$ cat src/rtl/fanout_pkg.sv
// Shared types and defaults for the fanout broadcast transmitter.
package fanout_pkg;

  localparam int unsigned FANOUT_NUM_BRANCHES = 6;
  localparam int unsigned FANOUT_DATA_WIDTH   = 17;
  localparam int unsigned FIFO_DEPTH          = 2;
  localparam int unsigned STALL_CNT_WIDTH     = 32;

  typedef struct packed {
    logic [FANOUT_DATA_WIDTH-1:0]   data;
    logic [FANOUT_NUM_BRANCHES-1:0] mask;
  } fanout_entry_t;

endpackage

$ cat src/rtl/fanout_fifo2.sv
// Two-entry register FIFO holding {data, mask} tokens; head is read combinationally.
module fanout_fifo2
  import fanout_pkg::*;
#(
  parameter type entry_t = fanout_entry_t
) (
  input  logic   clk_i,
  input  logic   rst_i,
  input  logic   push_i,
  input  entry_t push_data_i,
  input  logic   pop_i,
  output entry_t head_o,
  output logic   full_o,
  output logic   empty_o
);

  localparam logic [1:0] DEPTH_CNT = 2'(FIFO_DEPTH);

  entry_t     mem_q [FIFO_DEPTH];
  logic       wr_ptr_q, wr_ptr_d;
  logic       rd_ptr_q, rd_ptr_d;
  logic [1:0] count_q, count_d;
  logic       push_ok, pop_ok;

  assign full_o  = (count_q == DEPTH_CNT);
  assign empty_o = (count_q == 2'd0);
  assign head_o  = mem_q[rd_ptr_q];

  assign push_ok = push_i & ~full_o;
  assign pop_ok  = pop_i & ~empty_o;

  always_comb begin
    wr_ptr_d = wr_ptr_q;
    rd_ptr_d = rd_ptr_q;
    count_d  = count_q;
    if (push_ok) wr_ptr_d = ~wr_ptr_q;
    if (pop_ok)  rd_ptr_d = ~rd_ptr_q;
    unique case ({push_ok, pop_ok})
      2'b10:   count_d = count_q + 2'd1;
      2'b01:   count_d = count_q - 2'd1;
      default: count_d = count_q;
    endcase
  end

  always_ff @(posedge clk_i) begin
    if (rst_i) begin
      wr_ptr_q <= 1'b0;
      rd_ptr_q <= 1'b0;
      count_q  <= 2'd0;
      for (int unsigned i = 0; i < FIFO_DEPTH; i++) begin
        mem_q[i] <= '0;
      end
    end else begin
      wr_ptr_q <= wr_ptr_d;
      rd_ptr_q <= rd_ptr_d;
      count_q  <= count_d;
      if (push_ok) mem_q[wr_ptr_q] <= push_data_i;
    end
  end

endmodule

$ cat src/rtl/fanout_broadcast.sv
// Eager-fork transmitter: each queued token is offered to every masked branch until all accept.
// Optional head-blocked stall counter enabled by defining FANOUT_STALL_CNT_EN.
module fanout_broadcast
  import fanout_pkg::*;
#(
  parameter int unsigned NUM_BRANCHES = FANOUT_NUM_BRANCHES,
  parameter int unsigned DATA_WIDTH   = FANOUT_DATA_WIDTH
) (
  input  logic                             CLK,
  input  logic                             RESET,
  input  logic [DATA_WIDTH-1:0]            in_data,
  input  logic                             in_valid,
  output logic                             in_ready,
  input  logic [NUM_BRANCHES-1:0]          branch_en,
  input  logic [NUM_BRANCHES-1:0]          branch_sel,
  output logic [NUM_BRANCHES*DATA_WIDTH-1:0] out_data,
  output logic [NUM_BRANCHES-1:0]          out_valid,
  input  logic [NUM_BRANCHES-1:0]          out_ready
`ifdef FANOUT_STALL_CNT_EN
  ,
  output logic [STALL_CNT_WIDTH-1:0]       stall_cnt
`endif
);

  typedef struct packed {
    logic [DATA_WIDTH-1:0]   data;
    logic [NUM_BRANCHES-1:0] mask;
  } entry_t;

  entry_t                  push_entry;
  entry_t                  head;
  logic                    fifo_full, fifo_empty;
  logic                    head_valid;
  logic                    push, retire;
  logic [NUM_BRANCHES-1:0] acc;
  logic [NUM_BRANCHES-1:0] sent_q, sent_d;

  // in_ready depends only on occupancy, so a full FIFO refuses input even when the head retires.
  assign in_ready = ~fifo_full & ~RESET;
  assign push     = in_valid & in_ready;

  assign push_entry.data = in_data;
  assign push_entry.mask = branch_en & branch_sel;

  fanout_fifo2 #(
    .entry_t (entry_t)
  ) u_fifo (
    .clk_i       (CLK),
    .rst_i       (RESET),
    .push_i      (push),
    .push_data_i (push_entry),
    .pop_i       (retire),
    .head_o      (head),
    .full_o      (fifo_full),
    .empty_o     (fifo_empty)
  );

  assign head_valid = ~fifo_empty;
  assign out_data   = {NUM_BRANCHES{head.data}};
  assign out_valid  = {NUM_BRANCHES{head_valid}} & head.mask & ~sent_q;
  assign acc        = out_valid & out_ready;
  // A zero mask satisfies this immediately, dropping the token on its first head cycle.
  assign retire     = head_valid & ((head.mask & ~(sent_q | acc)) == '0);

  always_comb begin
    sent_d = sent_q | acc;
    if (retire) sent_d = '0;
  end

  always_ff @(posedge CLK) begin
    if (RESET) begin
      sent_q <= '0;
    end else begin
      sent_q <= sent_d;
    end
  end

`ifdef FANOUT_STALL_CNT_EN
  logic [STALL_CNT_WIDTH-1:0] stall_cnt_q, stall_cnt_d;

  always_comb begin
    stall_cnt_d = stall_cnt_q;
    if (head_valid && !retire && (stall_cnt_q != '1)) begin
      stall_cnt_d = stall_cnt_q + STALL_CNT_WIDTH'(1);
    end
  end

  always_ff @(posedge CLK) begin
    if (RESET) begin
      stall_cnt_q <= '0;
    end else begin
      stall_cnt_q <= stall_cnt_d;
    end
  end

  assign stall_cnt = stall_cnt_q;
`endif

endmodule

$ cat config.mk
export PLATFORM = sky130hd
export DESIGN_NAME = fanout_broadcast
export DESIGN_NICKNAME = d
export VERILOG_FILES = /design/src/rtl/fanout_pkg.sv /design/src/rtl/fanout_fifo2.sv /design/src/rtl/fanout_broadcast.sv
export SDC_FILE = /design/constraint.sdc
export NUM_CORES = 1
export LEC_CHECK = 0
export ABC_AREA = 1
export CELL_PAD_IN_SITES_DETAIL_PLACEMENT = 0
export CELL_PAD_IN_SITES_GLOBAL_PLACEMENT = 2
export CORE_ASPECT_RATIO = 0.8
export CORE_MARGIN = 2
export CORE_UTILIZATION = 25
export DETAILED_ROUTE_END_ITERATION = 12
export PLACE_DENSITY = 0.95
export SLEW_MARGIN = 10
export SYNTH_ARGS = -nofsm -noshare
export SYNTH_HDL_FRONTEND = slang
export SYNTH_SLANG_ARGS = --single-unit
$ cat constraint.sdc
create_clock -name CLK -period 5 [get_ports CLK]
set_clock_uncertainty 0.2 [all_clocks]
set_input_delay 1 -clock CLK [delete_from_list [all_inputs] [get_ports CLK]]
set_output_delay 1 -clock CLK [all_outputs]
set_load 0.03 [all_outputs]
==> key figures, run 1 <==
Global route
  – Vias in the first global route: around 2300
  – First-pass GRT wire length: roughly 11000 um
  – Overflow after GRT: 0
  – Initial antenna violation count: 0
  – All-layer global routing usage: around a tenth
  – Largest net degree at the start of global routing: 25

Synthesis
  – Largest family of logic cells by synthesized area: buffers and inverters
  – Post-synthesis sequential area ratio: between 40 and 50%
  – XOR/XNOR Fraction of Synth Area: 0%
  – Synth warn: 0
  – Yosys cell types: 23
  – Synthesized area per cell: 8.64 um2
  – Synth Register Bits: 57
  – Syn Inst Count: 376
  – Fraction of the mapped netlist area in adder cells: 0.385%
  – Compound-gate portion of the synthesized area: 3.28%
  – Syn nets: 415
  – Simple-gate share of the synthesized area: approximately a fifth
  – Synth Cell Area: 0.00325 mm2
  – Post-synthesis mux area share: 0%

Route
  – Drt total wl: 6930 um
  – Residual DRC: 0
  – Vias: ~2400
  – TritonRoute pass-1 iters: 4
  – Drt initial violations: 63
  – Post-DR vias/cell: approximately 3.8
  – Detail Route Antenna Nets: 0
  – Wire length per cell: 11.2 um

Timing
  – Final min period: 3.48 ns
  – Max frequency: 288 MHz
  – Fin Hold WS: 0.291 ns
  – Worst Tran Pin Value: 1.04 ns
  – Setup TNS: 0 ns
  – Crit share post-route: 69.5%
  – Max_slew headroom: 30.7%
  – Final Max Tran Viols: 0
  – Fin. Hold Viols: 0
  – Final setup viols: 0
  – RSZ-0062 raised after global routing: no

Setup path
  – R2R cell count: 6
  – Critical path launch point: RESET
  – Crit-path cells: clkdlybuf4s50_1 > a21oi_2 > clkdlybuf4s50_1
  – Worst R2R End: u_fifo.mem_q[0][8]$_SDFFCE_PN0P_
  – Crit-path leading delay family: buffers and inverters
  – Flop2flop setup slack: 2.41 ns
  – Crit Path Class: input pin to primary output
  – Slowest stage delay, CP: 0.68 ns
  – Critical path endpoint category: primary output
  – Worst EP arrival: 2.28 ns
  – Slowest stage cell, crit path: clkdlybuf4s50_1
  – Most frequent CP cell: clkdlybuf4s50_1
  – Required time of the critical path: around 3.8 ns
  – Worst r2r src: u_fifo.count_q[0]$_SDFFE_PP0P_
  – CP max FO: 3
  – Startpoint types: input pin
  – Crit path buf inv count: 2

CTS
  – CTS HTree Levels: 3
  – Cts repair resizes: 0
  – Clock Path Buffers: 2
  – Clk sinks: 57
  – CTS tree: yes
  – Cts hold-fix bufs: 0
  – Num CTS Buffers: 9
  – CTS clk-pin slew, worst paths: 0.05 ns
  – Clock root buffer: clkbuf_16
  – Clk Latency, worst-skew pair: roughly 0.32 ns
  – Post-CTS Setup Inserts: 0

Place
  – Number of I/O port buffers: 146
  – Post-DP HPWL: 5240 um
  – Placer Congestion: 0.669

Job
  – Max-cap violations: 0

Min path
  – Cells on Worst Hold Path: 2
  – Hold path startpoint: sent_q[0]$_SDFF_PP0_
  – Hold path endpoint: sent_q[0]$_SDFF_PP0_
  – Worst min path class: register to register

Floorplanning
  – Die W: 131 um
  – Initial core utilization: 25.4%
  – Die area: 0.0139 mm2
  – # rows: 37
  – IO Pins: 147
  – Die height: roughly 110 um
  – Core area: ~0.013 mm2

Finish
  – Layout cells sized above 1: under 10%
  – Antenna Cells: 0
  – Layout net count: 480
  – Layout area overhead: 41.2%

Status
  – Status: complete, no violations

Power and ir drop
  – Peak supply drop: 0.112 mV
  – Leakage: 1.91 nW
  – Power density cells: just over 400 mW/mm2
## cells in the final DEF, fill, tap and decap left out, types with 2 or more instances in the layout
master           netlist  final
inv_2                  2      2
clkdlybuf4s50_1        0    146
nor3_1                12     12
clkbuf_16              0      9
nand2_2                3      3
clkinv_1               0      3
bufinv_16              0      3
inv_1                 51     51
o211ai_1               5      5
edfxtp_1              46     46
dfxtp_1               11     11
nor2_1                45     45
o21ai_0                7      7
a21oi_1                5      5
nand2_1               82     82
nor2_2                 7      7
## state kept, by name, summed over array words and instances (netlist names), named ones only
signal,flops
u_fifo.count_q,2
u_fifo.wr_ptr_q,1
sent_q,6
u_fifo.mem_q,46
u_fifo.rd_ptr_q,1
## cell families (layout without fill, tap and decap cells)
logic type / after synthesis / in the layout
adders and majority gates: 1 / 1
buffers and inverters: 146 / 216
DFF: 57 / 57
AOI/OAI and AO/OA: 18 / 18
and+or+nand+nor: 154 / 154
## stage by stage
stage | cells | power, mW | area [um2] | util [%] | worst slack [ns]
after floorplan | 376 | 1.03 | 3250 | - | 2.09
after global placement | 605 | 1.18 | 4250 | 33.3 | 1.46
after detailed placement | 605 | 1.19 | 4250 | 33.3 | 1.35
after CTS | 621 | 1.87 | 4580 | 35.9 | 1.52
after global routing | 621 | 1.92 | 4580 | 35.9 | 1.50
final | 621 | 1.85 | 4580 | 35.9 | 1.52
## cells in the mapped netlist
cell type	instances	area share (%)
a21oi_1	5	0.77
a21oi_2	1	0.27
and3_1	1	0.19
buf_2	4	0.62
buf_4	86	20
buf_6	1	0.35
clkbuf_1	2	0.23
dfxtp_1	11	6.8
edfxtp_1	46	43
ha_1	1	0.39
inv_1	51	5.9
inv_2	2	0.23
nand2_1	82	9.5
nand2_2	3	0.58
nand2_4	1	0.35
nand3_1	1	0.15
nor2_1	45	5.2
nor2_2	7	1.3
nor2_4	1	0.35
nor3_1	12	1.8
nor3_2	1	0.31
o211ai_1	5	1.2
o21ai_0	7	1.1
## tightest hold or removal path: stages, from the launching register on
cell     delay (ns)
dfxtp_1        0.32
a21oi_1        0.05
nor2_2         0.08
## how the worst max path moves through the flow
stage,end,cells after the start
after floorplan,u_fifo.mem_q[0][0]$_SDFFCE_PN0P_,6
after global placement,u_fifo.mem_q[1][7]$_SDFFCE_PN0P_,6
after detailed placement,u_fifo.mem_q[0][7]$_SDFFCE_PN0P_,6
after CTS,in_ready,3
after global routing,in_ready,3
final,in_ready,3
## final cells by class
class	count	area, um2
fill	1283	8190
sequential	57	1600
clock buffer	9	225
timing repair buffer	147	1470
inverter	53	199
tap	175	219
clock inverter	7	109
multi-input combinational	173	762
## report_power, final
group	leakage [nW]	switching [mW]	internal (mW)	total, mW
logic	1.18	0.377	0.234	0.611
registers	0.573	0.0110	0.549	0.560
clock network	0.158	0.195	0.480	0.675
## layer usage
layer,vias up,wire length [um],global-route usage (%),part of all wire [%]
met5,-,0,0,0
met1,1081,2820,11.1,41
met2,91,3590,18.2,52
met3,7,435,2.81,6.3
met4,0,80,3.49,1.2
li1,1208,-,-,-
Power figures use the tool's default switching activity.
==> run 2, diff against run 1 <==
--- a/config.mk
+++ b/config.mk
@@ -10,9 +10,9 @@
 export CELL_PAD_IN_SITES_GLOBAL_PLACEMENT = 2
 export CORE_ASPECT_RATIO = 0.8
 export CORE_MARGIN = 2
-export CORE_UTILIZATION = 25
+export CORE_UTILIZATION = 21
 export DETAILED_ROUTE_END_ITERATION = 12
-export PLACE_DENSITY = 0.95
+export PLACE_DENSITY = 0.88
 export SLEW_MARGIN = 10
 export SYNTH_ARGS = -nofsm -noshare
 export SYNTH_HDL_FRONTEND = slang
==> constraint.sdc (replaced) <==
create_clock -name CLK -period 2.85 [get_ports CLK]
set_clock_uncertainty 0.2 [all_clocks]
set_input_delay 0.57 -clock CLK [delete_from_list [all_inputs] [get_ports CLK]]
set_output_delay 0.57 -clock CLK [all_outputs]
set_load 0.03 [all_outputs]
==> run 2 against run 1 <==
Effect of this change: critical path depth up 2; via count up 1.9%; die area up 18%; sequential power up 75%; sequential share of layout area down 0.47 points; register-to-register slack worse by 1.8 ns; flip-flop and latch count unchanged; final cell count up 7.1%; first-iteration DRC count up 22%; largest power group is now combinational cells; highest routed layer unchanged.
==> key figures, run 2 (synthesized netlist as in run 1, its figures left out) <==
Timing
  – Fin Hold WS: 0.287 ns (was 0.291 ns)
  – Final setup viols: 0 (unchanged)
  – Fin. Hold Viols: 0 (unchanged)
  – Max frequency: 370 MHz
  – Worst Tran Pin Value: 0.350 ns (was 1.04 ns)
  – Crit share post-route: between 90% and 100%
  – Final min period: between 2 and 3 ns
  – Final Max Tran Viols: 0 (unchanged)
  – Setup TNS: 0 ns (unchanged)
  – Max_slew headroom: 76.7% (was 30.7%)
  – RSZ-0062 raised after global routing: no (unchanged)
  – Setup WS post-layout: 0.145 ns (was 1.52 ns)

Setup path
  – Crit-path leading delay family: buffers and inverters (unchanged)
  – Crit Path Class: register to primary output (was input pin to primary output)
  – Crit path buf inv count: 3 (was 2)
  – Slowest stage cell, crit path: clkdlybuf4s50_1 (unchanged)
  – Crit-path cells: inv_2 > buf_4 > nand2_1 > nand2_1 > clkdlybuf4s50_1 (was clkdlybuf4s50_1 > a21oi_2 > clkdlybuf4s50_1)
  – R2R cell count: 12 (was 6)
  – Required time of the critical path: 2.08 ns (was 3.80 ns)
  – Most frequent CP cell: nand2_1 (was clkdlybuf4s50_1)
  – Critical Path End: out_data[64] (was in_ready)
  – CP max FO: 9 (was 3)
  – Stages on worst setup path: 5 (was 3)
  – Worst R2R End: u_fifo.count_q[1]$_SDFFE_PP0P_ (was u_fifo.mem_q[0][8]$_SDFFCE_PN0P_)
  – Critical path endpoint category: primary output (unchanged)
  – Flop2flop setup slack: 0.66 ns (was 2.41 ns)
  – Startpoint types: register (was input pin)
  – Slowest stage delay, CP: 0.71 ns (was 0.68 ns)
  – Worst EP arrival: 1.93 ns (was 2.28 ns)

Route
  – Detail Route Antenna Nets: 0 (unchanged)
  – Wire length per cell: 11.3 um (was 11.2 um)
  – TritonRoute pass-1 iters: 4 (unchanged)
  – Residual DRC: 0 (unchanged)
  – Vias: 2433 (was 2387)
  – Drt total wl: 7480 um (was 6930 um)
  – Post-DR vias/cell: 3.66 (was 3.84)
  – Drt initial violations: 77 (was 63)

Global route
  – Overflow after GRT: 0 (unchanged)
  – First-pass GRT wire length: 11300 um (was 10900 um)
  – All-layer global routing usage: 9.06% (was 9.95%)
  – Vias in the first global route: 2281 (was 2256)
  – Largest net degree at the start of global routing: 25 (unchanged)
  – Initial antenna violation count: 0 (unchanged)

Place
  – Placer Congestion: 0.684 (was 0.669)
  – Number of I/O port buffers: 146 (unchanged)
  – DP Cell Count: 649 (was 605)
  – Area post-placement: 0.00436 mm2 (was 0.00425 mm2)
  – Post-DP HPWL: 5680 um (was 5240 um)
  – Dpl ws: 0.231 ns (was 1.35 ns)

Status
  – Status: complete, no violations (unchanged)

Floorplanning
  – # rows: 40 (was 37)
  – Initial core utilization: 21.6% (was 25.4%)
  – Core area: 0.0151 mm2 (was 0.0128 mm2)
  – Die height: 115 um (was 106 um)
  – IO Pins: 147 (unchanged)
  – Die W: 143 um (was 131 um)
  – Die area: 0.0165 mm2 (was 0.0139 mm2)

Finish
  – Biggest register: u_fifo.mem_q (unchanged)
  – Fin area: 0.00465 mm2 (was 0.00458 mm2)
  – Commonest non-fill, non-tap cell in the layout: clkdlybuf4s50_1 (unchanged)
  – Antenna Cells: 0 (unchanged)
  – Layout area overhead: 43.1% (was 41.2%)
  – Layout cells sized above 1: 8.79% (was 6.73%)
  – Layout net count: 489 (was 480)
  – Top flop regs: u_fifo.mem_q x46, sent_q x6, u_fifo.count_q x2 (unchanged)
  – Final cell count without fillers: 665 (was 621)
  – Most frequent cells in the layout: 142 x clkdlybuf4s50_1, 82 x nand2_1, 51 x inv_1 (was 146 x clkdlybuf4s50_1, 82 x nand2_1, 51 x inv_1)
  – Largest register FFs: 46 (unchanged)
  – Post-layout util: 30.8% (was 35.9%)

Power and ir drop
  – Pwr Total: 3.05 mW (was 1.85 mW)
  – Power density cells: 657 mW/mm2 (was 403 mW/mm2)
  – Peak supply drop: 0.240 mV (was 0.112 mV)
  – Leakage: 1.99 nW (was 1.91 nW)
  – P_sw: 1.04 mW (was 0.583 mW)
  – Flop pwr share: 32.2% (was 30.4%)
  – P_int: 2.02 mW (was 1.26 mW)
  – Switching Fraction: 34.0% (was 31.6%)
  – Comb pwr share: 35.8% (was 33.1%)
  – Clk pwr share: 32.1% (was 36.6%)

CTS
  – Clk Latency, worst-skew pair: 0.32 ns (about the same)
  – CTS HTree Levels: 3 (unchanged)
  – Post-CTS Setup Inserts: 0 (unchanged)
  – Num CTS Buffers: 9 (unchanged)
  – CTS tree: yes (unchanged)
  – Clock root buffer: clkbuf_16 (unchanged)
  – Clock Path Buffers: 2 (unchanged)
  – Clk sinks: 57 (unchanged)
  – CTS clk-pin slew, worst paths: 0.05 ns (about the same)

Job
  – Max-cap violations: 0 (unchanged)

Min path
  – Worst min path class: register to register (unchanged)
  – Hold path startpoint: sent_q[0]$_SDFF_PP0_ (unchanged)
[run 2: cell count changes in the layout (fill, tap and decap cells not counted)]
| cell | before | now |
|---|---|---|
| buf_4 | 1 | 10 |
| clkdlybuf4s50_1 | 146 | 142 |
| dlymetal6s2s_1 | 0 | 4 |
| bufinv_16 | 3 | 0 |
| clkinv_1 | 3 | 0 |
| clkinv_2 | 0 | 3 |
| clkbuf_1 | 0 | 2 |
| clkbuf_8 | 0 | 2 |
| clkinvlp_4 | 1 | 0 |
[run 2: area by class of cell]
class	count	area [um2]
timing repair buffer	156	1550
sequential	57	1600
clock inverter	3	15.0
fill	1555	10400
multi-input combinational	173	762
inverter	53	199
clock buffer	13	260
tap	210	263
[run 2: timing repair]
action	CTS	global route
hold buffers	0	0
endpoints found under the setup margin	0	4
resized for setup	0	4
[run 2: worst reg2reg max path, stage by stage (launching register included)]
cell      delay (ns)
dfxtp_1         0.35
buf_4           0.24
nand2_1         0.07
nand2_1         0.13
o211ai_1        0.11
nand2_1         0.13
nor2_4          0.06
nand2_2         0.09
inv_1           0.05
ha_1            0.32
nor2_1          0.13
and3_1          0.16
nor3_1          0.04
[run 2: power groups by stage]
| stage | Clock [mW] | Sequential (mW) | Combinational, mW |
|---|---|---|---|
| after CTS | 1.01 | 0.982 | 1.11 |
| after global placement | 0 | 0.995 | 1.09 |
| after floorplan | 0 | 0.994 | 0.819 |
| final | 0.978 | 0.982 | 1.09 |
| after detailed placement | 0 | 0.998 | 1.10 |
| after global routing | 1.04 | 0.987 | 1.16 |
[run 2: metal layers]
layer / global-route usage [%] / share of wire, % / vias to the layer above
met4: 2.77 / 1.2 / 0
met2: 15.3 / 48 / 89
li1: - / - / 1225
met5: 0 / 0 / -
met1: 10.9 / 45 / 1109
met3: 3.25 / 6.4 / 10
[run 2: worst min path at each step]
stage,endpoint,depth (start not counted)
floorplan,sent_q[0]$_SDFF_PP0_,2
global placement,sent_q[0]$_SDFF_PP0_,2
detailed placement,sent_q[0]$_SDFF_PP0_,2
CTS,sent_q[0]$_SDFF_PP0_,2
global route,sent_q[0]$_SDFF_PP0_,2
finish,sent_q[0]$_SDFF_PP0_,2
